--- config.mk ---
export PLATFORM = sky130hd
export DESIGN_NAME = psdsqrt_sched_flat
export DESIGN_NICKNAME = d
export VERILOG_FILES = /design/src/rtl/psdsqrt_sched_if.sv /design/src/rtl/psdsqrt_sched.sv /design/src/flat_wrapper.sv
export SDC_FILE = /design/constraint.sdc
export NUM_CORES = 1
export LEC_CHECK = 0
export CAP_MARGIN = 30
export CORE_MARGIN = 3
export CORE_UTILIZATION = 40
export CTS_BUF_LIST = sky130_fd_sc_hd__clkbuf_4
export CTS_CLUSTER_DIAMETER = 30
export DETAILED_ROUTE_END_ITERATION = 8
export PLACE_DENSITY = 0.73
export SLEW_MARGIN = 20
export SYNTH_ARGS = -nofsm -noshare
export SYNTH_HDL_FRONTEND = slang
export SYNTH_SLANG_ARGS = --single-unit
--- constraint.sdc ---
create_clock -name clock -period 3.2 [get_ports clock]
set_input_delay 0.32 -clock clock [delete_from_list [all_inputs] [get_ports clock]]
set_output_delay 0.32 -clock clock [all_outputs]
set_load 0.01 [all_outputs]
--- src/rtl/psdsqrt_sched_if.sv ---
// ----------------------------------------------------------------------------
// psdsqrt_sched_if
//   Request/result bus of the psdsqrt scheduler.
//   master : system side (drives operands, accepts results)
//   slave  : scheduler side (accepts operands, presents results)
//   Signals:
//     req0_valid/req0_x/req0_ready : requester 0 operand handshake
//     req1_valid/req1_x/req1_ready : requester 1 operand handshake
//     res_valid/res_ready          : result handshake
//     res_data/res_id              : square root and the id of its requester
// ----------------------------------------------------------------------------
interface psdsqrt_sched_if #(
    parameter int NBITSIN = 32
);
    logic                   req0_valid;
    logic [NBITSIN-1:0]     req0_x;
    logic                   req0_ready;
    logic                   req1_valid;
    logic [NBITSIN-1:0]     req1_x;
    logic                   req1_ready;
    logic                   res_valid;
    logic                   res_ready;
    logic [NBITSIN/2-1:0]   res_data;
    logic                   res_id;

    modport master (
        output req0_valid, req0_x, req1_valid, req1_x, res_ready,
        input  req0_ready, req1_ready, res_valid, res_data, res_id
    );

    modport slave (
        input  req0_valid, req0_x, req1_valid, req1_x, res_ready,
        output req0_ready, req1_ready, res_valid, res_data, res_id
    );
endinterface

--- src/rtl/psdsqrt_sched.sv ---
// ----------------------------------------------------------------------------
// psdsqrt_sched
//   Scheduler/sequencer for one psdsqrt square-root datapath. Round-robin
//   arbitration between two requesters, operand latch, start/stop pulse
//   generation with an iteration down-counter, result capture and a
//   valid/ready result port tagged with the requester id.
//
//   Ports:
//     clock        rising-edge clock
//     reset        asynchronous reset, active high
//     bus          request/result interface (slave side)
//     sq_start_o   one-cycle datapath start pulse
//     sq_stop_o    one-cycle datapath stop pulse (loads datapath output)
//     sq_xin_o     datapath operand, latched operand zero-extended by K bits
//     sq_sqrt_i    datapath result
//     busy_o       high in every state except IDLE
//     ops_count_o  completed result handshakes, wraps
//
//   state   | meaning
//   --------+--------------------------------------------------------------
//   S_IDLE  | waiting for a request; reqN_ready may be high
//   S_START | sq_start pulse, iteration counter loaded
//   S_ITER  | datapath iterating, counter runs down to zero
//   S_STOP  | sq_stop pulse, datapath loads its output register
//   S_CAPT  | datapath result and id registered
//   S_RESP  | res_valid high, waiting for res_ready
// ----------------------------------------------------------------------------
module psdsqrt_sched #(
    parameter int NBITSIN = 32,
    parameter int K       = 8,
    parameter int NITER   = (NBITSIN + K) / 2,
    parameter int CNTW    = 8
) (
    input  logic                   clock,
    input  logic                   reset,
    psdsqrt_sched_if.slave         bus,
    output logic                   sq_start_o,
    output logic                   sq_stop_o,
    output logic [NBITSIN+K-1:0]   sq_xin_o,
    input  logic [NBITSIN/2-1:0]   sq_sqrt_i,
    output logic                   busy_o,
    output logic [CNTW-1:0]        ops_count_o
);

    localparam int ITW = (NITER > 1) ? $clog2(NITER) : 1;

    typedef enum logic [2:0] {
        S_IDLE,
        S_START,
        S_ITER,
        S_STOP,
        S_CAPT,
        S_RESP
    } state_t;

    state_t                 state_q;
    logic                   last_q;      // id served last; 1 after reset so req0 wins a tie
    logic                   id_q;
    logic [NBITSIN-1:0]     operand_q;
    logic [ITW-1:0]         iter_q;
    logic                   sq_start_q;
    logic                   sq_stop_q;
    logic                   busy_q;
    logic                   res_valid_q;
    logic [NBITSIN/2-1:0]   res_data_q;
    logic                   res_id_q;
    logic [CNTW-1:0]        ops_q;
    logic [CNTW-1:0]        ops_d;

    logic                   gnt0;
    logic                   gnt1;

    // Round robin: a lone requester always wins, a tie goes to the one not
    // served last.
    assign gnt0 = bus.req0_valid & (~bus.req1_valid | last_q);
    assign gnt1 = bus.req1_valid & (~bus.req0_valid | ~last_q);

    // Ready is gated by reset so no output is high while reset is asserted.
    assign bus.req0_ready = (state_q == S_IDLE) & ~reset & gnt0;
    assign bus.req1_ready = (state_q == S_IDLE) & ~reset & gnt1;

    assign ops_d = ops_q + CNTW'(1);

    always_ff @(posedge clock or posedge reset) begin
        if (reset) begin
            state_q     <= S_IDLE;
            last_q      <= 1'b1;
            id_q        <= 1'b0;
            operand_q   <= '0;
            iter_q      <= '0;
            sq_start_q  <= 1'b0;
            sq_stop_q   <= 1'b0;
            busy_q      <= 1'b0;
            res_valid_q <= 1'b0;
            res_data_q  <= '0;
            res_id_q    <= 1'b0;
            ops_q       <= '0;
        end else begin
            case (state_q)
                S_IDLE: begin
                    if (gnt0 | gnt1) begin
                        operand_q  <= gnt1 ? bus.req1_x : bus.req0_x;
                        id_q       <= gnt1;
                        last_q     <= gnt1;
                        sq_start_q <= 1'b1;
                        busy_q     <= 1'b1;
                        state_q    <= S_START;
                    end
                end
                S_START: begin
                    sq_start_q <= 1'b0;
                    iter_q     <= ITW'(NITER - 1);
                    state_q    <= S_ITER;
                end
                S_ITER: begin
                    if (iter_q == '0) begin
                        sq_stop_q <= 1'b1;
                        state_q   <= S_STOP;
                    end else begin
                        iter_q <= iter_q - ITW'(1);
                    end
                end
                S_STOP: begin
                    sq_stop_q <= 1'b0;
                    state_q   <= S_CAPT;
                end
                S_CAPT: begin
                    res_data_q  <= sq_sqrt_i;
                    res_id_q    <= id_q;
                    res_valid_q <= 1'b1;
                    state_q     <= S_RESP;
                end
                S_RESP: begin
                    if (bus.res_ready) begin
                        res_valid_q <= 1'b0;
                        busy_q      <= 1'b0;
                        ops_q       <= ops_d;
                        state_q     <= S_IDLE;
                    end
                end
                default: begin
                    state_q     <= S_IDLE;
                    sq_start_q  <= 1'b0;
                    sq_stop_q   <= 1'b0;
                    busy_q      <= 1'b0;
                    res_valid_q <= 1'b0;
                end
            endcase
        end
    end

    assign sq_start_o    = sq_start_q;
    assign sq_stop_o     = sq_stop_q;
    assign sq_xin_o      = {{K{1'b0}}, operand_q};
    assign busy_o        = busy_q;
    assign ops_count_o   = ops_q;
    assign bus.res_valid = res_valid_q;
    assign bus.res_data  = res_data_q;
    assign bus.res_id    = res_id_q;

endmodule

--- src/flat_wrapper.sv ---
// flat-port wrapper written by rule: the top's interface ports become plain ports
module psdsqrt_sched_flat 
#(
    parameter int NBITSIN = 32,
    parameter int K       = 8,
    parameter int NITER   = (NBITSIN + K) / 2,
    parameter int CNTW    = 8
)
  (clock, reset, sq_start_o, sq_stop_o, sq_xin_o, sq_sqrt_i, busy_o, ops_count_o, bus_req0_valid, bus_req0_x, bus_req1_valid, bus_req1_x, bus_res_ready, bus_req0_ready, bus_req1_ready, bus_res_valid, bus_res_data, bus_res_id);
  psdsqrt_sched_if #(.NBITSIN(NBITSIN)) bus_i ();
  input  logic clock;
  input  logic reset;
  output logic sq_start_o;
  output logic sq_stop_o;
  output logic [NBITSIN+K-1:0] sq_xin_o;
  input  logic [NBITSIN/2-1:0] sq_sqrt_i;
  output logic busy_o;
  output logic [CNTW-1:0] ops_count_o;
  input wire logic [$bits(bus_i.req0_valid)-1:0] bus_req0_valid;
  input wire logic [$bits(bus_i.req0_x)-1:0] bus_req0_x;
  input wire logic [$bits(bus_i.req1_valid)-1:0] bus_req1_valid;
  input wire logic [$bits(bus_i.req1_x)-1:0] bus_req1_x;
  input wire logic [$bits(bus_i.res_ready)-1:0] bus_res_ready;
  output wire logic [$bits(bus_i.req0_ready)-1:0] bus_req0_ready;
  output wire logic [$bits(bus_i.req1_ready)-1:0] bus_req1_ready;
  output wire logic [$bits(bus_i.res_valid)-1:0] bus_res_valid;
  output wire logic [$bits(bus_i.res_data)-1:0] bus_res_data;
  output wire logic [$bits(bus_i.res_id)-1:0] bus_res_id;
  assign bus_i.req0_valid = bus_req0_valid;
  assign bus_i.req0_x = bus_req0_x;
  assign bus_i.req1_valid = bus_req1_valid;
  assign bus_i.req1_x = bus_req1_x;
  assign bus_i.res_ready = bus_res_ready;
  assign bus_req0_ready = bus_i.req0_ready;
  assign bus_req1_ready = bus_i.req1_ready;
  assign bus_res_valid = bus_i.res_valid;
  assign bus_res_data = bus_i.res_data;
  assign bus_res_id = bus_i.res_id;
  psdsqrt_sched #(.NBITSIN(NBITSIN), .K(K), .NITER(NITER), .CNTW(CNTW)) u_core (.clock(clock), .reset(reset), .bus(bus_i), .sq_start_o(sq_start_o), .sq_stop_o(sq_stop_o), .sq_xin_o(sq_xin_o), .sq_sqrt_i(sq_sqrt_i), .busy_o(busy_o), .ops_count_o(ops_count_o));
endmodule
==> results_dict.tcl <==
set metrics [dict create \
    die_h_um 98.98 \
    critical_path_required_ps 2880 \
    cts_setup_buffers 0 \
    timing.final.crit_share_pct 80.50 \
    synth_area_sq_um 3458 \
    synth-seq-area-share_pct 51.41 \
    fin_skew_ps 11.29 \
    clockBufferDepth 2 \
    io_pins 156 \
    cp-start-kind "register" \
    grt_max_degree 70 \
    wire_per_inst_um 16.16 \
    post-synth-top-area-cell "dfrtp_1" \
    synthCells 260 \
    netlist.area_leader.share_pct 50.65 \
    ant_nets 0 \
    clock_sinks 71 \
    grt_pass1_vias 2682 \
    clock_latency_ps 410 \
    clk_pin_slew_ps 120 \
    cts_tree "yes" \
    die_w_um 98.98 \
    syn2layout_area_growth_pct 49.20 \
    die_area_sq_um 9797 \
    dp_hpwl_um 6166 \
    portBuffers 147 \
    utilization_pct 62.17 \
    pwr_density_cell_nw_per_um2 860.6 \
    crit_path_end_kind "output port" \
    cpMaxStageDelayCell "dfrtp_1" \
    critPathKind "register to output port" \
    grtUsageTotal_pct 17.64 \
    routed_via_density 4.883 \
    drive_gt1_share_pct 27.47 \
    netlist_top_cells_area "dfrtp_1 (51%), mux2_2 (23%), mux2_4 (4.3%)" \
    setup_ws_ps 624.0 \
    fillCellCount 681 \
    rsz0062_at_grt "false" \
    p_leak_nw 2.170 \
    crit_buf_inv 1 \
    rows 33 \
    cp_cell_sequence "nor3_4, o2111a_1, clkdlybuf4s50_1" \
    cts-hold-fix-buffers 0 \
    ir_drop_uv 508.4 \
    report.final.slew_viol_count 0 \
    tightest_slew_ps 858.2 \
    drt_iter0_drc 69 \
    drt_pre_antenna_iters 4 \
    crit_fanout 14 \
    tns_ps 0 \
    slowest_delay_ps 610 \
    routed_wl_um 8402 \
    vias 2539 \
    drc 0 \
    cp_data_arrival_time_ps 2260 \
    r2r_setup_slack_ps 920 \
    start_util_pct 41.67 \
    root_buffer "clkbuf_4" \
    grt_overflow 0 \
    yosysWarnings 0 \
    status "complete, no violations" \
    gp_congestion 0.8199 \
    ys_ff_latch 71 \
    synth_cell_types 43 \
    relSlewSlack_pct 42.79 \
    n_antenna_cell 0 \
    post-route-min-period_ps 2576 \
    clock.fmax_mhz 388.2 \
    finalSetupViolations 0 \
    timing.rr.start "u_core.state_q[2]$_DFFE_PP0P_" \
    cts_resized 0 \
    place_ws_ps 878.1 \
    syn_area_per_cell_sq_um 13.30 \
    worst_r2r_path_depth 3 \
    cp_top_family "flip-flops" \
    grt_pass1_wl_um 13670 \
    hp-class "input pin to asynchronous set/reset pin" \
    finalHoldViolCount 0 \
    drv_cap 0 \
    antenna_found_initial 0 \
    nets 497 \
    numCtsBuffers 9 \
    htree_levels 3 \
    r2r_end "u_core.operand_q[24]$_DFFE_PP0P_" \
    core_area_sq_um 8299 \
]
==> worst max-delay path by stage <==
stage / to / cells past startpoint / start / slack (ps)
after floorplan: bus_req0_ready / 2 / reset / 640
after global placement: u_core.operand_q[21]$_DFFE_PP0P_ / 5 / bus_req1_valid / 920
after detailed placement: u_core.operand_q[6]$_DFFE_PP0P_ / 5 / bus_req1_valid / 880
after CTS: bus_req0_ready / 3 / u_core.state_q[2]$_DFFE_PP0P_ / 580
after global routing: bus_req0_ready / 3 / u_core.state_q[2]$_DFFE_PP0P_ / 520
final: bus_req0_ready / 3 / u_core.state_q[2]$_DFFE_PP0P_ / 620
==> state kept, by name, indices dropped and copies added (netlist names) <==
signal and cells:
u_core.operand_q 32, u_core.bus.res_data 16, u_core.ops_count_o 8, u_core.iter_q 5, u_core.state_q 3, u_core.bus.res_id 1, u_core.bus.res_valid 1, u_core.busy_o 1
u_core.id_q 1, u_core.last_q 1, u_core.sq_start_o 1, u_core.sq_stop_o 1
==> metrics by stage <==
stage	hold WS [ps]	std cells	total power (W)	instance area (sq um)
6_report	85.30	520	0.004441	5160
2_1_floorplan	390.0	267	0.002792	3485
3_3_place_gp	456.0	504	0.003779	4996
4_1_cts	58.70	520	0.004504	5160
3_5_place_dp	468.0	504	0.003839	4996
5_1_grt	89.32	520	0.004732	5160
==> per-layer routing <==
layer,global-route usage [%],vias to the layer above,share of wire (%)
met5,0,-,0
met4,6.513,0,1.7
met3,4.034,15,5.9
met2,29.55,83,50
met1,22.29,1219,42
li1,-,1222,-
==> worst reg2reg max path, cell delays in order, from the launching register on <==
cell	delay, ps
dfrtp_1	610
nor3_4	390
o21a_2	750
mux2_2	440
==> cell families after synthesis <==
logic type / synth area share (%)
other: 0.1084
xor gates and xnor gates: 2.279
DFF: 51.41
AOI/OAI and AO/OA: 5.970
and+or+nand+nor: 6.802
buffers and inverters: 4.920
muxes: 27.79
adders and majority gates: 0.7235
==> layout make-up <==
class                      instances  area [sq um]  share of cell area (%)
sequential                        71          1778                   34.46
timing repair buffer             152          1509                   29.24
tap                              105         131.4                   2.546
inverter                           9         33.78                  0.6547
clock inverter                     7         96.34                   1.867
clock buffer                       9         67.56                   1.309
multi-input combinational        167          1544                   29.92
==> synthesized netlist by cell type, drive strengths merged <==
master	instances
o21ai	5
buf	19
a31oi	1
nand3b	1
nor4	2
nor3	7
nand4b	1
a41o	1
and3	1
or4b	1
nor2	6
or2	1
a211oi	3
o21ba	1
inv	9
nand2	8
clkbuf	1
o2111a	1
nand4	2
a21bo	1
and4	1
dfstp	1
a21boi	1
o22ai	1
a21oi	8
mux2	82
dfrtp	70
conb	1
xnor2	2
o22a	1
o41a	1
a22oi	1
o21a	1
nand3	5
xor2	7
ha	2
nor4b	1
a22o	2
==> cells in the final DEF, fill, tap and decap left out, drive strengths merged, types with 2 or more instances in the layout <==
master / n
a211oi: 3
nand2: 8
xor2: 7
nand3: 5
bufinv: 2
buf: 5
nor2: 6
clkinv: 2
clkinvlp: 2
inv: 10
a22o: 2
dfrtp: 70
nand4: 2
conb: 8
mux2: 82
xnor2: 2
nor4: 2
nor3: 7
ha: 2
o21ai: 5
a21oi: 8
clkbuf: 9
clkdlybuf4s50: 147
==> report_power, final <==
part	leakage, nW	internal, W	switching, W
clock	0.0802	0.000318	0.000331
combinational	1.24	0.00134	0.000854
sequential	0.853	0.00132	0.000276
No activity file was read; power rests on OpenSTA's default activity.
